<file path="src/rtl/vp_pkg.sv">
// -----------------------------------------------------------------------------
// vp_pkg
// Shared definitions for the video-pipeline frame controller slice:
//   - controller state encoding (IDLE / ARMED / ACTIVE)
//   - converter mode encoding driven onto cvt_mode
//   - default counter widths
// -----------------------------------------------------------------------------
package vp_pkg;

    typedef enum logic [1:0] {
        ST_IDLE   = 2'd0,
        ST_ARMED  = 2'd1,
        ST_ACTIVE = 2'd2
    } vp_state_e;

    // Converter mode encoding
    localparam logic [1:0] MODE_BT601  = 2'd0;
    localparam logic [1:0] MODE_BT709  = 2'd1;
    localparam logic [1:0] MODE_FULL   = 2'd2;
    localparam logic [1:0] MODE_BYPASS = 2'd3;

    localparam int unsigned CNT_W_DEF  = 12;
    localparam int unsigned FCNT_W_DEF = 16;

endpackage

</file>
<file path="src/rtl/vp_timing_meas.sv">
// -----------------------------------------------------------------------------
// vp_timing_meas
// Sync edge detection and raster measurement for vp_frame_ctrl.
//   clk, rst        pixel clock, async active-high reset
//   i_vs, i_de      vertical sync / data enable snooped from the pipeline
//   o_vs_rise       combinational vs rising edge (vs & ~vs_q)
//   o_vs_rise_q     o_vs_rise registered; the frame commit strobe
//   o_line_pix      pixel count of the most recently completed line
//   o_line_cnt      lines completed in the current frame
// Counters saturate at all-ones and clear on the commit strobe.
// -----------------------------------------------------------------------------
module vp_timing_meas #(
    parameter int unsigned CNT_W = vp_pkg::CNT_W_DEF
) (
    input  logic             clk,
    input  logic             rst,
    input  logic             i_vs,
    input  logic             i_de,
    output logic             o_vs_rise,
    output logic             o_vs_rise_q,
    output logic [CNT_W-1:0] o_line_pix,
    output logic [CNT_W-1:0] o_line_cnt
);

    logic             r_vs_q;
    logic             r_de_q;
    logic             r_rise_q;
    logic [CNT_W-1:0] r_pix;
    logic [CNT_W-1:0] r_line;
    logic [CNT_W-1:0] r_line_pix;

    logic w_vs_rise;
    logic w_de_fall;

    assign w_vs_rise = i_vs & ~r_vs_q;
    assign w_de_fall = ~i_de & r_de_q;

    always_ff @(posedge clk or posedge rst) begin
        if (rst) begin
            r_vs_q     <= 1'b0;
            r_de_q     <= 1'b0;
            r_rise_q   <= 1'b0;
            r_pix      <= '0;
            r_line     <= '0;
            r_line_pix <= '0;
        end else begin
            r_vs_q   <= i_vs;
            r_de_q   <= i_de;
            r_rise_q <= w_vs_rise;
            if (r_rise_q) begin
                r_pix  <= '0;
                r_line <= '0;
            end else if (w_de_fall) begin
                r_line_pix <= r_pix;
                r_pix      <= '0;
                if (r_line != '1) begin
                    r_line <= r_line + CNT_W'(1);
                end
            end else if (i_de && !i_vs && (r_pix != '1)) begin
                // de during vertical sync is blanking, not picture
                r_pix <= r_pix + CNT_W'(1);
            end
        end
    end

    assign o_vs_rise   = w_vs_rise;
    assign o_vs_rise_q = r_rise_q;
    assign o_line_pix  = r_line_pix;
    assign o_line_cnt  = r_line;

endmodule

</file>
<file path="src/rtl/vp_frame_ctrl.sv">
// -----------------------------------------------------------------------------
// vp_frame_ctrl
// Frame-synchronous configuration controller for the RGB->YCbCr converter.
// Software enable/mode settings are held in a shadow and committed only at a
// vertical-sync rising edge; also measures line/frame size and counts frames.
//   clk, rst            pixel clock, async active-high reset
//   cfg_wr/en/mode      shadow register write
//   start, stop         arm controller / return to idle at next frame boundary
//   vs, de              sync snooped from the converter input
//   cvt_en, cvt_mode    converter configuration
//   busy                controller in ARMED or ACTIVE
//   frame_done          one-cycle pulse per completed frame
//   h_last, v_last      size of the last completed frame
//   frame_cnt           completed frames since start (wraps)
//   size_err            sticky size mismatch, cleared by start
// Build option: VP_FRAME_CTRL_SIZE_CHECK_EN enables the size comparators;
// otherwise size_err is constant 0.
// -----------------------------------------------------------------------------
module vp_frame_ctrl
    import vp_pkg::*;
#(
    parameter int unsigned CNT_W  = CNT_W_DEF,
    parameter int unsigned FCNT_W = FCNT_W_DEF,
    parameter int unsigned H_EXP  = 1280,
    parameter int unsigned V_EXP  = 720
) (
    input  logic              clk,
    input  logic              rst,
    input  logic              cfg_wr,
    input  logic              cfg_en,
    input  logic [1:0]        cfg_mode,
    input  logic              start,
    input  logic              stop,
    input  logic              vs,
    input  logic              de,
    output logic              cvt_en,
    output logic [1:0]        cvt_mode,
    output logic              busy,
    output logic              frame_done,
    output logic [CNT_W-1:0]  h_last,
    output logic [CNT_W-1:0]  v_last,
    output logic [FCNT_W-1:0] frame_cnt,
    output logic              size_err
);

    // Expected sizes must be representable in the measurement counters.
    if ((H_EXP >= (64'd1 << CNT_W)) || (V_EXP >= (64'd1 << CNT_W))) begin : g_bad_exp
        $error("vp_frame_ctrl: H_EXP/V_EXP exceed CNT_W");
    end

    vp_state_e r_state;
    vp_state_e w_state_nx;

    logic              r_sh_en;
    logic [1:0]        r_sh_mode;
    logic              r_snap_en;
    logic [1:0]        r_snap_mode;
    logic              r_stop_pend;
    logic              r_cvt_en;
    logic [1:0]        r_cvt_mode;
    logic              r_frame_done;
    logic [CNT_W-1:0]  r_h_last;
    logic [CNT_W-1:0]  r_v_last;
    logic [FCNT_W-1:0] r_frame_cnt;

    logic              w_vs_rise;
    logic              w_commit;
    logic              w_start_ok;
    logic [CNT_W-1:0]  w_line_pix;
    logic [CNT_W-1:0]  w_line_cnt;

    vp_timing_meas #(.CNT_W(CNT_W)) u_meas (
        .clk         (clk),
        .rst         (rst),
        .i_vs        (vs),
        .i_de        (de),
        .o_vs_rise   (w_vs_rise),
        .o_vs_rise_q (w_commit),
        .o_line_pix  (w_line_pix),
        .o_line_cnt  (w_line_cnt)
    );

    // stop has priority over a simultaneous start
    assign w_start_ok = (r_state == ST_IDLE) && start && !stop;

    always_ff @(posedge clk or posedge rst) begin
        if (rst) begin
            r_state <= ST_IDLE;
        end else begin
            r_state <= w_state_nx;
        end
    end

    always_comb begin
        w_state_nx = r_state;
        unique case (r_state)
            ST_IDLE: begin
                if (w_start_ok) begin
                    w_state_nx = ST_ARMED;
                end
            end
            ST_ARMED, ST_ACTIVE: begin
                if (w_commit) begin
                    w_state_nx = r_stop_pend ? ST_IDLE : ST_ACTIVE;
                end
            end
            default: w_state_nx = ST_IDLE;
        endcase
    end

    always_ff @(posedge clk or posedge rst) begin
        if (rst) begin
            r_sh_en      <= 1'b0;
            r_sh_mode    <= MODE_BT601;
            r_snap_en    <= 1'b0;
            r_snap_mode  <= MODE_BT601;
            r_stop_pend  <= 1'b0;
            r_cvt_en     <= 1'b0;
            r_cvt_mode   <= MODE_BT601;
            r_frame_done <= 1'b0;
            r_h_last     <= '0;
            r_v_last     <= '0;
            r_frame_cnt  <= '0;
        end else begin
            r_frame_done <= 1'b0;

            if (cfg_wr) begin
                r_sh_en   <= cfg_en;
                r_sh_mode <= cfg_mode;
            end

            // Snapshot at the vs edge so a cfg_wr landing on that edge
            // is held off until the following frame.
            if (w_vs_rise) begin
                r_snap_en   <= r_sh_en;
                r_snap_mode <= r_sh_mode;
            end

            if ((r_state != ST_IDLE) && (w_state_nx == ST_IDLE)) begin
                r_stop_pend <= 1'b0;
            end else if (stop && (r_state != ST_IDLE)) begin
                r_stop_pend <= 1'b1;
            end

            if (w_start_ok) begin
                r_frame_cnt <= '0;
            end

            if (w_commit && (r_state != ST_IDLE)) begin
                if (r_stop_pend) begin
                    r_cvt_en <= 1'b0;
                end else begin
                    r_cvt_en   <= r_snap_en;
                    r_cvt_mode <= r_snap_mode;
                end
            end

            if (w_commit && (r_state == ST_ACTIVE)) begin
                r_h_last     <= w_line_pix;
                r_v_last     <= w_line_cnt;
                r_frame_done <= 1'b1;
                r_frame_cnt  <= r_frame_cnt + FCNT_W'(1);
            end
        end
    end

`ifdef VP_FRAME_CTRL_SIZE_CHECK_EN
    logic r_size_err;

    always_ff @(posedge clk or posedge rst) begin
        if (rst) begin
            r_size_err <= 1'b0;
        end else if (w_start_ok) begin
            r_size_err <= 1'b0;
        end else if (w_commit && (r_state == ST_ACTIVE) &&
                     ((w_line_pix != CNT_W'(H_EXP)) || (w_line_cnt != CNT_W'(V_EXP)))) begin
            r_size_err <= 1'b1;
        end
    end

    assign size_err = r_size_err;
`else
    assign size_err = 1'b0;
`endif

    assign busy       = (r_state != ST_IDLE);
    assign cvt_en     = r_cvt_en;
    assign cvt_mode   = r_cvt_mode;
    assign frame_done = r_frame_done;
    assign h_last     = r_h_last;
    assign v_last     = r_v_last;
    assign frame_cnt  = r_frame_cnt;

endmodule

</file>
<file path="config.mk">
export PLATFORM = sky130hd
export DESIGN_NAME = vp_frame_ctrl
export DESIGN_NICKNAME = d
export VERILOG_FILES = /design/src/rtl/vp_pkg.sv /design/src/rtl/vp_timing_meas.sv /design/src/rtl/vp_frame_ctrl.sv
export SDC_FILE = /design/constraint.sdc
export NUM_CORES = 1
export LEC_CHECK = 0
export BUFFER_PORTS_ARGS = -buffer_cell sky130_fd_sc_hd__clkbuf_2
export CAP_MARGIN = 20
export CORE_AREA = 2 2 104 81
export DETAILED_ROUTE_END_ITERATION = 12
export DIE_AREA = 0 0 106 83
export GPL_TIMING_DRIVEN = 0
export HOLD_SLACK_MARGIN = 0.08
export PLACE_DENSITY = 0.87
export SLEW_MARGIN = 20
export SYNTH_ARGS = -nofsm -noshare
export SYNTH_HDL_FRONTEND = slang
export SYNTH_SLANG_ARGS = --single-unit
</file>
<file path="constraint.sdc">
create_clock -name clk -period 5.7 [get_ports clk]
set_input_delay 1.425 -clock clk [delete_from_list [all_inputs] [get_ports clk]]
set_output_delay 1.425 -clock clk [all_outputs]
set_load 0.02 [all_outputs]
</file>
==> run summary <==
The count of pins on the block boundary is 56. The post-synthesis average cell area is 10.3 um^2. TritonCTS built the clock tree. The average wire per standard cell is around 15 um.

The aggregate global routing overflow came out at 0. The count of instances resized after the clock tree is built is 0. The number of nets in the synthesized netlist is 421. The count of flip-flops with a built-in enable after synthesis is 0. Clock tree synthesis found a total of 92 sinks. nand2_1 is the most common cell in the netlist.

The setup check on the worst reg-to-reg path leaves a slack of between 3 and 4 ns. Across all hold checks on the routed design, the worst slack comes to between 0.4 and 0.5 ns. The power density normalized to cell area is 287 nW/um^2. The pin count of the biggest net entering global routing came out at 61. Setup repair after global routing left no endpoint under its margin. The number of failing hold endpoints at the final stage is 0.

The final cell count without fillers came out at 580. The floorplan core area is 7740 um^2. The later-pin clock latency in the skew report came out at 0.35 ns. Summing internal, switching and leakage power gives 1.36 mW.

The worst path in the final design needs a cycle of 2.80 ns, including I/O delays and setup. The most used routing layer in global routing is met2. The mapped cell area came out at 4150 um^2. The transition time at the pin with the least slew margin came out at 0.762 ns.

The max-slew violation total from the final report came out at 0. The most frequently used flop master after synthesis is dfrtp_1. The number of cell rows came out at 28.

The last weighted congestion value of the routability-driven placer came out at around 0.87. The DRC violation count after routing is 0. The worst hold path belongs to the class reg2reg. The leakage power figure came out at 2.33 nW. STA classifies the critical path startpoint as a flop. The total wirelength of the detailed-routed design is 8610 um.

The cell count after synthesis came out at 405. The largest buffer count on any clock path is 2. By area the synthesized netlist is led by dfrtp_1 (55%), nand2_1 (8.4%), mux2_2 (5.4%), o21ai_0 (3.3%), o31ai_1 (2.2%). The via count of the first global-routing pass is roughly 3100. The setup path with the least slack is of type reg2out. The max-capacitance violation count came out at 0. The highest net fanout along the worst path came out at 5. The vias per cell is 5.70. The die outline height came out at 83 um. After synthesis, the share of flip-flops with an asynchronous set or reset is 100%. The vias after detailed routing came out at 3307. The fraction of synthesized cell area taken by the top area cell type came out at 55.5%. The maximum vdd ir drop is 0.227 mV. The die is 106 um wide. Clock tree synthesis selected as its root buffer the cell clkbuf_8. The flow ran to the end, and the final reports show no timing, DRC or antenna violations. The library cell with the largest summed area after synthesis is dfrtp_1. The endpoint of the most critical register-to-register path is frame_cnt[15].

Across every metal layer, demand over resource in global routing totals 20.6%. After synthesis, the netlist uses 46 different library cells. For this run, global-route usage on met1 was measured as a little under 30%. The HPWL reported at the end of detailed placement came out at 6260 um.

The first TritonRoute pass finished after 4 iterations. The fraction of final layout cells with drive strength greater than 1 came out at 21.1%. The met3 routing resource usage after global routing came out at 4.79%. For this configuration, the core starts out at a cell density of 53.6%. Adding up every negative setup slack in the final design gives 0 ns. The critical path data arrival time came out at 1.38 ns. Buffers added to address setup during post-CTS repair amount to 0. The final worst-path cycle share is between 40% and 50%. The maximum clock frequency is 357 MHz. The area enclosed by the die boundary is 8800 um^2.

The number of CTS-inserted buffers is 9. The worst slack after detailed placement is ~2.7 ns. The worst setup skew after layout came out at 0.0105 ns.

The met2 layer usage reported by global route came out at about a third. The violation count after the first detailed-route iteration is 161. In this run, post-CTS hold repair placed 0 buffers.

The synthesized flop and latch total is 92. The layout overhead on the synthesized area is 14.5%. The commonest cells after synthesis are nand2_1 (93), dfrtp_1 (92), o21ai_0 (27). The final setup violation count came out at 0. STA puts the critical path data required time at 4.28 ns. The number of warnings reported in the yosys synthesis log came out at 0. The source of the critical timing path is r_state[1]. The number of antenna violations at the first check in global routing is 0. 0 antenna diodes ended up in the layout. The final antenna-violating net count is 0. The worst register-to-register path begins at r_state[0]. The H-tree was split into 3 levels.

The most critical setup path has its endpoint at busy. The sequential fraction of the synthesis area is between 50% and 60%. The number of cells traversed by the worst register-to-register path came out at 7. The final net count is 487.

Once placement completed, the tool counted placed cells totaling between 500 and 600. The clock transition at the register clock pins on the worst setup and hold paths after CTS is about 0.080 ns. STA classifies the critical path endpoint as an output port. The worst path meets setup with 2.90 ns of slack.

The first global-routing pass estimated about 15000 um of wire. Input and output buffers added on the ports amount to 54. The worst-case headroom to the max-slew limit came out at 48.7%.
metal layers:
metal	up-vias	wire, um
met1	1635	4070
li1	1582	-
met3	15	362
met2	75	4050
met5	-	0
met4	0	127
metrics by stage:
step                      util (%)  instance area (um^2)
after global placement        58.8                  4550
after CTS                     61.4                  4750
after floorplan                  -                  4150
after global routing          61.4                  4750
final                         61.4                  4750
after detailed placement      59.2                  4580
sequential cells by signal, summed over array words and instances, names as in the netlist, 2 cells and up:
| register | flops |
|---|---|
| u_meas.r_pix | 12 |
| r_state | 2 |
| r_snap_mode | 2 |
| frame_cnt | 16 |
| h_last | 12 |
| cvt_mode | 2 |
| r_sh_mode | 2 |
| u_meas.o_line_pix | 12 |
| v_last | 12 |
| u_meas.o_line_cnt | 12 |
cell type report:
type / count / area, um^2
Clock buffer: 13 / 159
Fill cell: 654 / 2990
Clock inverter: 2 / 10.0
Timing Repair Buffer: 55 / 298
Inverter: 12 / 47.5
Multi-Input combinational cell: 287 / 1740
Sequential cell: 92 / 2300
Buffer: 14 / 61.3
Tap cell: 105 / 131
cells by family (layout without fill, tap and decap cells):
logic type                 count (synthesis)  count (layout)  share of synthesized area (%)
xor gates and xnor gates                   1               1                          0.211
buffers and inverters                     26              96                           2.56
DFF                                       92              92                           55.5
AOI/OAI and AO/OA                         82              82                           12.6
and+or+nand+nor                          173             173                           20.9
adders and majority gates                  6               6                           1.81
other                                      1               1                         0.0903
muxes                                     24              24                           6.39
worst max-delay path, stage by stage, from the launching register on:
cell      delay [ns]
dfrtp_1         0.39
inv_1           0.09
ha_1            0.24
inv_1           0.12
clkbuf_2        0.19
how the worst min path moves through the flow:
| stage | start | to | slack (ns) | cells past startpoint |
|---|---|---|---|---|
| 3_3_place_gp | u_meas.r_vs_q | u_meas.o_vs_rise_q | 0.45 | 1 |
| 2_1_floorplan | u_meas.r_vs_q | u_meas.o_vs_rise_q | 0.42 | 1 |
| 6_report | u_meas.r_vs_q | u_meas.o_vs_rise_q | 0.47 | 1 |
| 3_5_place_dp | u_meas.r_vs_q | u_meas.o_vs_rise_q | 0.45 | 1 |
| 5_1_grt | u_meas.r_vs_q | u_meas.o_vs_rise_q | 0.49 | 1 |
| 4_1_cts | u_meas.r_vs_q | u_meas.o_vs_rise_q | 0.47 | 1 |
report_power, final:
part | internal, mW | switching (mW) | total [mW]
clock | 0.179 | 0.209 | 0.388
combinational | 0.0860 | 0.147 | 0.233
sequential | 0.704 | 0.0387 | 0.742
layout by cell type, fill, tap and decap left out, types with 2 or more instances in the layout:
cell / synthesis / routed
nor2_1: 10 / 10
a22o_1: 2 / 2
and3_1: 4 / 4
dfrtp_1: 92 / 92
o211ai_1: 4 / 4
and4_1: 3 / 3
and3b_1: 3 / 3
nand4_1: 7 / 7
nor4_1: 2 / 2
a41oi_1: 2 / 2
inv_1: 12 / 11
o31ai_1: 12 / 12
or2_2: 3 / 3
a21oi_1: 17 / 17
buf_4: 2 / 2
or3_1: 7 / 7
clkbuf_8: 0 / 11
or4_1: 10 / 10
clkbuf_1: 8 / 10
nand3b_1: 2 / 2
clkinv_2: 0 / 2
o21bai_1: 2 / 2
nand3_1: 10 / 10
mux2_2: 20 / 20
a31o_2: 2 / 2
o311ai_0: 4 / 4
nand2_1: 93 / 93
a21o_1: 2 / 2
o21ai_0: 27 / 27
ha_1: 6 / 6
nor3_1: 5 / 5
clkbuf_2: 0 / 54
buf_1: 3 / 3
nor2b_1: 6 / 6
mux2i_1: 4 / 4
a31oi_1: 2 / 2
o41ai_1: 3 / 3
nand2b_1: 3 / 3
No activity file was read; power rests on OpenSTA's default activity.
